**config.mk**
```make
export PLATFORM = sky130hd
export DESIGN_NAME = alu_accum_stage
export DESIGN_NICKNAME = d
export VERILOG_FILES = /design/src/rtl/alu_pkg.sv /design/src/rtl/sfixed_sat.sv /design/src/rtl/alu_accum_stage.sv
export SDC_FILE = /design/constraint.sdc
export NUM_CORES = 1
export LEC_CHECK = 0
export CORE_MARGIN = 1
export CORE_UTILIZATION = 55
export DETAILED_ROUTE_END_ITERATION = 16
export MAX_ROUTING_LAYER = met4
export PLACE_DENSITY = 0.84
export SYNTH_ARGS = -nofsm -noshare
export SYNTH_HDL_FRONTEND = slang
export SYNTH_SLANG_ARGS = --single-unit
```
**constraint.sdc**
```tcl
create_clock -name clk -period 8.2 [get_ports clk]
set_input_delay 1.23 -clock clk [delete_from_list [all_inputs] [get_ports clk]]
set_output_delay 1.23 -clock clk [all_outputs]
set_load 0.005 [all_outputs]
```
**src/rtl/alu_pkg.sv**
```systemverilog
// Shared types and constants for the ALU accumulate stage.
// Ports: none (package only).
// Provides the operation encoding and signed saturation limit helpers.
package alu_pkg;

  // Operation select carried alongside each beat.
  typedef enum logic [1:0] {
    OP_PASS_A = 2'd0,
    OP_ADD    = 2'd1,
    OP_SUB    = 2'd2,
    OP_MAC    = 2'd3
  } alu_acc_op_e;

  // Largest signed value representable in w bits, as a 64-bit pattern.
  // Callers slice the low w bits.
  function automatic logic [63:0] sat_max(input int unsigned w);
    return (64'd1 << (w - 1)) - 64'd1;
  endfunction

  // Most negative signed value in w bits; the low w bits are 1000...0.
  function automatic logic [63:0] sat_min(input int unsigned w);
    return ~sat_max(w);
  endfunction

endpackage

```
**src/rtl/sfixed_sat.sv**
```systemverilog
// Signed saturating narrower: IN_W-bit two's complement in, OUT_W-bit out.
// Latency: combinational. Backpressure: none (pure function of din).
// Ports: din (IN_W, signed), dout (OUT_W, clamped), clip (1 when clamped).
module sfixed_sat
  import alu_pkg::*;
#(
  parameter int unsigned IN_W  = 9,
  parameter int unsigned OUT_W = 8
) (
  input  logic [IN_W-1:0]  din,
  output logic [OUT_W-1:0] dout,
  output logic             clip
);

  localparam logic [63:0]      MAX_64 = sat_max(OUT_W);
  localparam logic [63:0]      MIN_64 = sat_min(OUT_W);
  localparam logic [OUT_W-1:0] MAX_V  = MAX_64[OUT_W-1:0];
  localparam logic [OUT_W-1:0] MIN_V  = MIN_64[OUT_W-1:0];

  // The value fits in OUT_W bits exactly when every bit from the output
  // sign position upward is a copy of the input sign.
  logic [IN_W-OUT_W:0] upper;
  assign upper = din[IN_W-1:OUT_W-1];

  always_comb begin
    clip = !((&upper) || !(|upper));
    dout = din[OUT_W-1:0];
    if (clip) begin
      dout = din[IN_W-1] ? MIN_V : MAX_V;
    end
  end

endmodule

```
**src/rtl/alu_accum_stage.sv**
```systemverilog
// Combines two signed products (pass/add/sub/MAC), saturates, outputs via valid/ready.
// Latency: 2 clock edges from accept to out_valid when not stalled.
// Backpressure: full; in_ready is combinational and drops only when S1 is full and S2 is held.
// Ports:
//   clk, rst_n           - clock, asynchronous active-low reset
//   in_valid / in_ready  - upstream handshake for op, acc_clr, mult_a, mult_b
//   op, acc_clr          - operation select, accumulator clear (taken with the beat)
//   mult_a, mult_b       - signed BUS_WIDTH products
//   out_valid / out_ready- downstream handshake for result, sat_flag
//   result, sat_flag     - saturated result and clip indication
module alu_accum_stage
  import alu_pkg::*;
#(
  parameter int unsigned BUS_WIDTH = 8,
  parameter int unsigned FRAC_BITS = 7,
  parameter int unsigned ACC_GUARD = 4
) (
  input  logic                 clk,
  input  logic                 rst_n,
  input  logic                 in_valid,
  output logic                 in_ready,
  input  logic [1:0]           op,
  input  logic                 acc_clr,
  input  logic [BUS_WIDTH-1:0] mult_a,
  input  logic [BUS_WIDTH-1:0] mult_b,
  output logic                 out_valid,
  input  logic                 out_ready,
  output logic [BUS_WIDTH-1:0] result,
  output logic                 sat_flag
);

  // S1 holds the exact a+/-b, one bit wider than the bus.
  localparam int unsigned S1_W  = BUS_WIDTH + 1;
  localparam int unsigned ACC_W = BUS_WIDTH + ACC_GUARD;
  // MAC sum before clamping back to the accumulator width.
  localparam int unsigned SUM_W = ACC_W + 1;

  // FRAC_BITS only documents the binary point; the datapath is scale-free.
  // Reject parameter sets that cannot describe a sensible fixed-point format.
  if (FRAC_BITS >= BUS_WIDTH) begin : g_bad_frac
    $error("alu_accum_stage: FRAC_BITS must be smaller than BUS_WIDTH");
  end
  if (ACC_GUARD < 1) begin : g_bad_guard
    $error("alu_accum_stage: ACC_GUARD must be at least 1");
  end

  // ---------------------------------------------------------------
  // State
  // ---------------------------------------------------------------
  logic                 s1_valid_q, s1_valid_d;
  alu_acc_op_e          s1_op_q,    s1_op_d;
  logic                 s1_clr_q,   s1_clr_d;
  logic [S1_W-1:0]      s1_val_q,   s1_val_d;

  logic                 out_valid_q, out_valid_d;
  logic [BUS_WIDTH-1:0] result_q,    result_d;
  logic                 sat_q,       sat_d;

  logic [ACC_W-1:0]     acc_q,       acc_d;

  // ---------------------------------------------------------------
  // Handshake
  // ---------------------------------------------------------------
  logic s2_free;
  logic accept;
  logic advance;

  assign s2_free  = !out_valid_q || out_ready;
  // Gated by rst_n so upstream never sees ready while reset is asserted.
  assign in_ready = rst_n && (!s1_valid_q || s2_free);
  assign accept   = in_valid && in_ready;
  assign advance  = s1_valid_q && s2_free;

  // ---------------------------------------------------------------
  // S1 datapath: exact sign-extended combine of the two products
  // ---------------------------------------------------------------
  logic [S1_W-1:0] a_ext;
  logic [S1_W-1:0] b_ext;
  logic [S1_W-1:0] s1_calc;

  assign a_ext = {mult_a[BUS_WIDTH-1], mult_a};
  assign b_ext = {mult_b[BUS_WIDTH-1], mult_b};

  always_comb begin
    s1_calc = a_ext + b_ext;
    case (alu_acc_op_e'(op))
      OP_PASS_A: s1_calc = a_ext;
      OP_SUB:    s1_calc = a_ext - b_ext;
      default:   s1_calc = a_ext + b_ext;
    endcase
  end

  // ---------------------------------------------------------------
  // S2 datapath: accumulate with guard clamp, then narrow to bus width
  // ---------------------------------------------------------------
  logic [ACC_W-1:0] acc_base;
  logic [SUM_W-1:0] mac_sum;
  logic [ACC_W-1:0] acc_next;
  logic             acc_clip;
  logic [ACC_W-1:0] res_wide;
  logic [BUS_WIDTH-1:0] res_sat;
  logic             res_clip;
  logic             s1_is_mac;

  assign s1_is_mac = (s1_op_q == OP_MAC);

  always_comb begin
    acc_base = s1_clr_q ? '0 : acc_q;
    mac_sum  = SUM_W'($signed(acc_base)) + SUM_W'($signed(s1_val_q));
  end

  sfixed_sat #(
    .IN_W  (SUM_W),
    .OUT_W (ACC_W)
  ) u_acc_sat (
    .din  (mac_sum),
    .dout (acc_next),
    .clip (acc_clip)
  );

  // Non-MAC values are widened to the accumulator width so one narrower
  // serves both paths.
  always_comb begin
    res_wide = ACC_W'($signed(s1_val_q));
    if (s1_is_mac) begin
      res_wide = acc_next;
    end
  end

  sfixed_sat #(
    .IN_W  (ACC_W),
    .OUT_W (BUS_WIDTH)
  ) u_res_sat (
    .din  (res_wide),
    .dout (res_sat),
    .clip (res_clip)
  );

  // ---------------------------------------------------------------
  // Next-state
  // ---------------------------------------------------------------
  always_comb begin
    s1_valid_d = s1_valid_q;
    s1_op_d    = s1_op_q;
    s1_clr_d   = s1_clr_q;
    s1_val_d   = s1_val_q;

    // A same-cycle accept reloads S1 even while its old contents advance.
    if (accept) begin
      s1_valid_d = 1'b1;
      s1_op_d    = alu_acc_op_e'(op);
      s1_clr_d   = acc_clr;
      s1_val_d   = s1_calc;
    end else if (advance) begin
      s1_valid_d = 1'b0;
    end
  end

  always_comb begin
    out_valid_d = out_valid_q;
    result_d    = result_q;
    sat_d       = sat_q;
    acc_d       = acc_q;

    if (advance) begin
      // Replaces any result consumed this same cycle, so no bubble.
      out_valid_d = 1'b1;
      result_d    = res_sat;
      sat_d       = res_clip || (s1_is_mac && acc_clip);
      if (s1_is_mac) begin
        acc_d = acc_next;
      end else if (s1_clr_q) begin
        acc_d = '0;
      end
    end else if (out_valid_q && out_ready) begin
      out_valid_d = 1'b0;
    end
  end

  // ---------------------------------------------------------------
  // Registers
  // ---------------------------------------------------------------
  always_ff @(posedge clk or negedge rst_n) begin
    if (!rst_n) begin
      s1_valid_q  <= 1'b0;
      s1_op_q     <= OP_PASS_A;
      s1_clr_q    <= 1'b0;
      s1_val_q    <= '0;
      out_valid_q <= 1'b0;
      result_q    <= '0;
      sat_q       <= 1'b0;
      acc_q       <= '0;
    end else begin
      s1_valid_q  <= s1_valid_d;
      s1_op_q     <= s1_op_d;
      s1_clr_q    <= s1_clr_d;
      s1_val_q    <= s1_val_d;
      out_valid_q <= out_valid_d;
      result_q    <= result_d;
      sat_q       <= sat_d;
      acc_q       <= acc_d;
    end
  end

  assign out_valid = out_valid_q;
  assign result    = result_q;
  assign sat_flag  = sat_q;

endmodule

```
==> flow_summary_export.csv, run 1 <==
group,metric,value,unit
timing,setup_viol,0,
detailed_routing,routed_wl,6.47,mm
clock_tree,clock_path_buffers,2,
synth,synth-edff-count,0,
floorplan,dieArea,5580,um^2
global_route,grt-ovfl-total,0,
global_route,grt_pass1_wl,10.7,mm
cells_and_area,antenna_cells,0,
setup_path,crit_chain,"clkdlybuf4s50_1, nor2b_1, mux2i_1, fa_1, a21o_1, a21oi_1, nor2b_1, o21a_1, o41ai_2, mux2i_1, a311oi_1, xor2_1, o21ai_1",
detailed_routing,firstDrtPassIters,4,
placed_design,dpl.cell_count,428,
timing,fin_crit_sh,0.553,
synth,seq_area_frac_synth,0.301,
timing,hold_ws,0.478,ns
detailed_routing,post-route-drc-count,0,
clock_tree,cts.reportedPaths.clkPinSlew,0.07,ns
timing,tns,0,ns
setup_path,cp.required,8.36,ns
detailed_routing,num_vias,2548,
clock_tree,cts_buffers,5,
pwr,powerDensity,277,nW/um^2
synth,synth_fp_nets,386,
synth,async_flop_share,1.00,
cells_and_area,layout.cells.non_filler,435,
timing,tightest_slew,1.09,ns
timing,grt_setup_unrepaired,"false",
setup_path,cp_data_arrival_time,4.69,ns
setup_path,slowest_delay,0.53,ns
floorplan,chipHeight,74.7,um
clock_tree,clock_latency,0.29,ns
global_route,grt_max_degree,37,
synth,yosys.cell_types.count,57,
cells_and_area,nNetsFinal,411,
global_route,grt_usage,0.260,
cells_and_area,final_common_cell,"nand2_1",
cells_and_area,layout_common_cells,"41 x nand2_1, 35 x dfrtp_1, 33 x clkdlybuf4s50_1",
cells_and_area,final_area,3350,um^2
worst_hold_path,holdCritPathClass,"reg2reg",
setup_path,crit_path_max_fanout,9,
setup_path,r2r-start,"s1_clr_q$_DFFE_PN0P_",
floorplan,die_w,74.7,um
setup_path,critical_path_class,"in2reg",
setup_path,start_kind,"primary input",
placed_design,gp_congestion,0.898,
clock_tree,clock-sinks,35,
global_route,grt_pass1_vias,2352,
synth,yosys_warnings,0,
clock_tree,cts_tree,"done",
detailed_routing,drt_iter0_drc,161,
clock_tree,postCtsSetupBuffers,0,
floorplan,coreArea,5110,um^2
cells_and_area,register_area,876,um^2
synth,synth.avg_cell_area,8.54,um^2
detailed_routing,wl_per_cell,14.9,um
floorplan,start_util,0.569,
cells_and_area,multi_input_area,1920,um^2
placed_design,place_ws,3.33,ns
timing,setup_ws,3.67,ns
detailed_routing,wl_met3,309,um
clock_tree,cts-root-buf,"clkbuf_8",
timing,slew-limit-headroom,0.271,
timing,hold_viol,0,
clock_tree,cts_resized,0,
timing,min_period,4.53,ns
outcome,outcome,"finished, final reports clean",
synth,syn_inst,340,
setup_path,slowest_stage,"nor2b_1",
cells_and_area,final_core_util,0.656,
global_route,antenna_found_initial,0,
detailed_routing,dr_wl_met2,3.17,mm
setup_path,end_kind,"register",
placed_design,place_area,3260,um^2
timing,drv_slew,0,
clock_tree,cts_hold_buf,0,
setup_path,crit_start,"op[0]",
detailed_routing,met1_length,2.92,mm
pwr,ir_worst_vdd,0.000114,V
job,maxCapViolCount,0,
placed_design,hpwlAfterDp,4.81,mm
synth,synthFlopType,"dfrtp_1",
clock_tree,htree_levels,2,
cells_and_area,area_growth_syn_to_layout,15.2,%
detailed_routing,final_antenna_net_count,0,
pwr,finalPower,927,uW
placed_design,place.port_buffers,33,
floorplan,rows,26,
timing,fmax,0.221,GHz
timing,skew,0.0124,ns
pwr,p_leak,1.44,nW
worst_hold_path,min_from,"acc_q[11]$_DFFE_PN0P_",
cells_and_area,fill_cells,455,
detailed_routing,via_per_inst,5.86,
detailed_routing,highest_layer,"met4",
cells_and_area,layout-drive-gt1-share,0.0603,
synth,netlist_area,2910,um^2
synth,ys_seq_elements,35,
floorplan,io_pins,34,
cell type report:
class / instances / share of cell area
Multi-Input combinational cell: 278 / 0.573
Sequential cell: 35 / 0.262
Inverter: 11 / 0.0123
Timing Repair Buffer: 34 / 0.101
Tap cell: 70 / 0.0262
Clock buffer: 6 / 0.0247
Clock inverter: 1 / 0.00149
cell usage after synthesis, types with 2 or more instances:
cell	n	area [um^2]
nand3_1	4	20.0
inv_1	11	41.3
xor2_1	4	35.0
nor2b_1	18	113
a21oi_1	25	125
maj3_1	4	40.0
nand2_1	41	154
o2111ai_1	2	17.5
o21bai_1	2	15.0
nand2b_1	2	12.5
clkbuf_1	12	45.0
fa_1	2	40.0
a21o_1	6	45.0
nand3b_1	2	15.0
mux2_2	3	33.8
a211oi_1	3	22.5
a31oi_1	3	18.8
or3_1	2	12.5
mux2i_1	4	40.0
o21a_1	4	30.0
dfrtp_1	35	876
and3_1	2	12.5
a311oi_1	2	17.5
nor3_1	10	50.1
o21ai_1	3	15.0
and2_1	4	25.0
buf_2	2	10.0
nor2_1	29	109
o31a_1	2	17.5
xnor2_1	13	114
nand4_1	2	12.5
o21ai_0	22	110
ha_1	21	263
a311oi_2	6	90.1
a22o_1	11	96.3
sequential cells by signal, indices dropped and copies added, names as in the netlist:
signal      flops
sat_flag        1
result          8
acc_q          12
s1_clr_q        1
s1_valid_q      1
out_valid       1
s1_op_q         2
s1_val_q        9
final timing paths:
check | to | slack, ns | depth (start not counted)
worst max register to register | result[1]$_DFFE_PN0P_ | 3.99 | 11
max in group asynchronous | s1_val_q[4]$_DFFE_PN0P_ | 6.53 | 2
min in group asynchronous | acc_q[9]$_DFFE_PN0P_ | 1.33 | 2
worst min register to register | acc_q[11]$_DFFE_PN0P_ | 0.48 | 2
worst max-delay path | s1_val_q[8]$_DFFE_PN0P_ | 3.67 | 13
worst min-delay path | acc_q[11]$_DFFE_PN0P_ | 0.48 | 2
report_power, final:
group	total, mW	internal [mW]	switching [mW]	leakage (nW)
Clock	0.128	0.0659	0.0625	0.0470
Combinational	0.519	0.242	0.277	0.955
Sequential	0.280	0.234	0.0454	0.434
Total	0.927	0.543	0.385	1.44
logic make-up (layout without fill, tap and decap cells):
group	count (synthesis)	count (layout)	synth area share
and+or+nand+nor	122	122	0.200
AOI/OAI and AO/OA	105	105	0.266
DFF	35	35	0.301
adders and majority gates	27	27	0.118
buffers and inverters	27	52	0.0383
xor gates and xnor gates	17	17	0.0512
muxes	7	7	0.0254
layer usage:
metal / GRT usage / up-vias
met5: - / -
met4: 0.0860 / 0
met3: 0.0241 / 6
met2: 0.430 / 73
met1: 0.335 / 1187
li1: - / 1282
worst max-delay path: cells and delay by family:
family | cells | cell delay [ns]
AO/OA/AOI/OAI | 6 | 1.30
XOR/XNOR | 1 | 0.20
adder cells (fa/ha/maj) | 1 | 0.47
buffers and inverters | 1 | 0.49
multiplexers | 2 | 0.38
AND/OR/NAND/NOR | 2 | 0.61
Note: power is estimated with default switching activity, not from simulation.
==> inputs of run 2 (changes only) <==
Clock period 8.2 ns to 4.7 ns, I/O delays scaled along.
==> run 2 against run 1 <==
  * Die area did not move
  * First-iteration DRC count is 16% lower
  * Clock skew down 0.0036 ns
  * Clock power grew 85%
  * Sequential share of layout area shrank 0.15 points
  * Critical endpoint unchanged
  * Largest power group unchanged
==> flow_summary_export.csv, run 2 (synthesis gave the netlist of run 1 again) <==
group,metric,value,unit
setup_path,crit_path_max_fanout,9,
cells_and_area,register_area,876,um^2
floorplan,dieArea,5580,um^2
global_route,antenna_found_initial,0,
clock_tree,cts-root-buf,"clkbuf_8",
cells_and_area,nNetsFinal,412,
setup_path,worst-path-stages,13,
timing,fmax,0.250,GHz
clock_tree,htree_levels,2,
setup_path,crit_start,"op[1]",
timing,fin_crit_sh,0.850,
setup_path,r2r-start,"s1_clr_q$_DFFE_PN0P_",
clock_tree,cts_resized,0,
clock_tree,postCtsSetupBuffers,0,
setup_path,cp_data_arrival_time,4.15,ns
detailed_routing,firstDrtPassIters,4,
clock_tree,cts.reportedPaths.clkPinSlew,0.08,ns
setup_path,critical_path_class,"in2reg",
cells_and_area,area_growth_syn_to_layout,15.9,%
clock_tree,cts_hold_buf,0,
timing,drv_slew,0,
global_route,grt_usage,0.263,
cells_and_area,layout_common_cells,"41 x nand2_1, 35 x dfrtp_1, 33 x clkdlybuf4s50_1",
cells_and_area,final_common_cell,"nand2_1",
detailed_routing,via_per_inst,5.92,
detailed_routing,drt_iter0_drc,135,
timing,hold_viol,0,
timing,setup_viol,0,
setup_path,reg2reg_depth,12,
detailed_routing,final_antenna_net_count,0,
clock_tree,clock-sinks,35,
cells_and_area,antenna_cells,0,
outcome,outcome,"finished, final reports clean",
setup_path,cp.required,4.85,ns
clock_tree,cts_buffers,5,
timing,min_period,3.99,ns
setup_path,crit_chain,"clkdlybuf4s50_1, nor2b_1, mux2i_1, fa_1, a21o_1, a21oi_1, nor2b_1, o21a_1, o41ai_2, mux2i_1, a311oi_1, xor2_1, o21ai_1",
setup_path,reg2reg_to,"result[1]$_DFFE_PN0P_",
clock_tree,clock_latency,0.29,ns
timing,tns,0,ns
setup_path,slowest_stage,"nor2b_1",
pwr,powerDensity,487,nW/um^2
detailed_routing,post-route-drc-count,0,
placed_design,place.port_buffers,33,
setup_path,end_kind,"register",
timing,slew-limit-headroom,0.301,
detailed_routing,routed_wl,6.54,mm
setup_path,start_kind,"primary input",
timing,skew,0.00888,ns
floorplan,start_util,0.569,
setup_path,critPathBufInv,1,
setup_path,cp-endpoint,"s1_val_q[8]$_DFFE_PN0P_",
detailed_routing,wl_per_cell,15.0,um
placed_design,hpwlAfterDp,4.90,mm
cells_and_area,largest_register_ffs,12,
job,maxCapViolCount,0,
clock_tree,cts_tree,"done",
pwr,finalPower,1.64,mW
floorplan,chipHeight,74.7,um
cells_and_area,multi_input_area,1920,um^2
floorplan,rows,26,
pwr,ir_worst_vdd,0.000191,V
detailed_routing,num_vias,2588,
floorplan,coreArea,5110,um^2
worst_hold_path,holdCritPathClass,"reg2reg",
global_route,grt-ovfl-total,0,
cells_and_area,layout-drive-gt1-share,0.0654,
timing,grt_setup_unrepaired,"false",
cells_and_area,top_register,"acc_q",
placed_design,gp_congestion,0.916,
setup_path,reg2reg_setup_slack,0.72,ns
floorplan,die_w,74.7,um
timing,tightest_slew,1.04,ns
floorplan,io_pins,34,
clock_tree,clock_path_buffers,2,
cells_and_area,fill_cells,437,
global_route,grt_pass1_vias,2412,
global_route,grt_max_degree,37,
pwr,p_leak,1.44,nW
global_route,grt_pass1_wl,10.9,mm
setup_path,slowest_delay,0.53,ns
setup_path,critical-path-top-delay-family,"compound AO/OA/AOI/OAI gates",
## run 2: cell types whose count changed in the layout (fill, tap and decap cells not counted), sizes merged
cell      delta
clkinvlp     +1
buf          +1
## run 2: where the power goes
group | switching, mW | internal (mW) | leakage (nW) | total [mW]
combinational | 0.487 | 0.430 | 0.960 | 0.917
clock | 0.117 | 0.120 | 0.0474 | 0.237
sequential | 0.0772 | 0.409 | 0.434 | 0.486
## run 2: stage by stage
stage	setup WS, ns	cell area [um^2]	hold slack [ns]	utilization	instances
4_1_cts	0.699	3370	0.486	0.659	437
5_1_grt	0.440	3370	0.508	0.659	437
2_1_floorplan	1.37	2910	0.409	-	340
3_5_place_dp	0.382	3270	0.468	0.640	429
3_3_place_gp	0.547	3270	0.455	0.640	429
6_report	0.707	3370	0.477	0.659	437
## run 2: routing by layer
metal / routed length, um / global-route usage / share of wire / up-vias
met1: 2920 / 0.322 / 0.45 / 1192
met4: 125 / 0.117 / 0.019 / 0
met3: 371 / 0.0428 / 0.057 / 14
met2: 3130 / 0.426 / 0.48 / 92
met5: 0 / - / 0 / -
li1: - / - / - / 1290
## run 2: worst min path at each step
stage / start / end / slack (ns) / cells after the start
3_3_place_gp: acc_q[11]$_DFFE_PN0P_ / acc_q[11]$_DFFE_PN0P_ / 0.45 / 2
3_5_place_dp: acc_q[11]$_DFFE_PN0P_ / acc_q[11]$_DFFE_PN0P_ / 0.47 / 2
4_1_cts: acc_q[11]$_DFFE_PN0P_ / acc_q[11]$_DFFE_PN0P_ / 0.49 / 2
5_1_grt: result[7]$_DFFE_PN0P_ / result[7]$_DFFE_PN0P_ / 0.51 / 1
2_1_floorplan: rst_n / acc_q[0]$_DFFE_PN0P_ / 0.41 / 0
6_report: acc_q[11]$_DFFE_PN0P_ / acc_q[11]$_DFFE_PN0P_ / 0.48 / 2
## run 2: worst min-delay path, stage by stage (launching register included)
cell,delay (ns)
dfrtp_1,0.34
nand2_1,0.05
o31ai_1,0.05
## run 2: area by class of cell
class	instances	area share
clock buffers	6	0.0245
flip-flops and latches	35	0.260
inverters	11	0.0123
well taps	70	0.0260
clock inverters	2	0.00483
multi-input cells	278	0.570
repair buffers	35	0.103
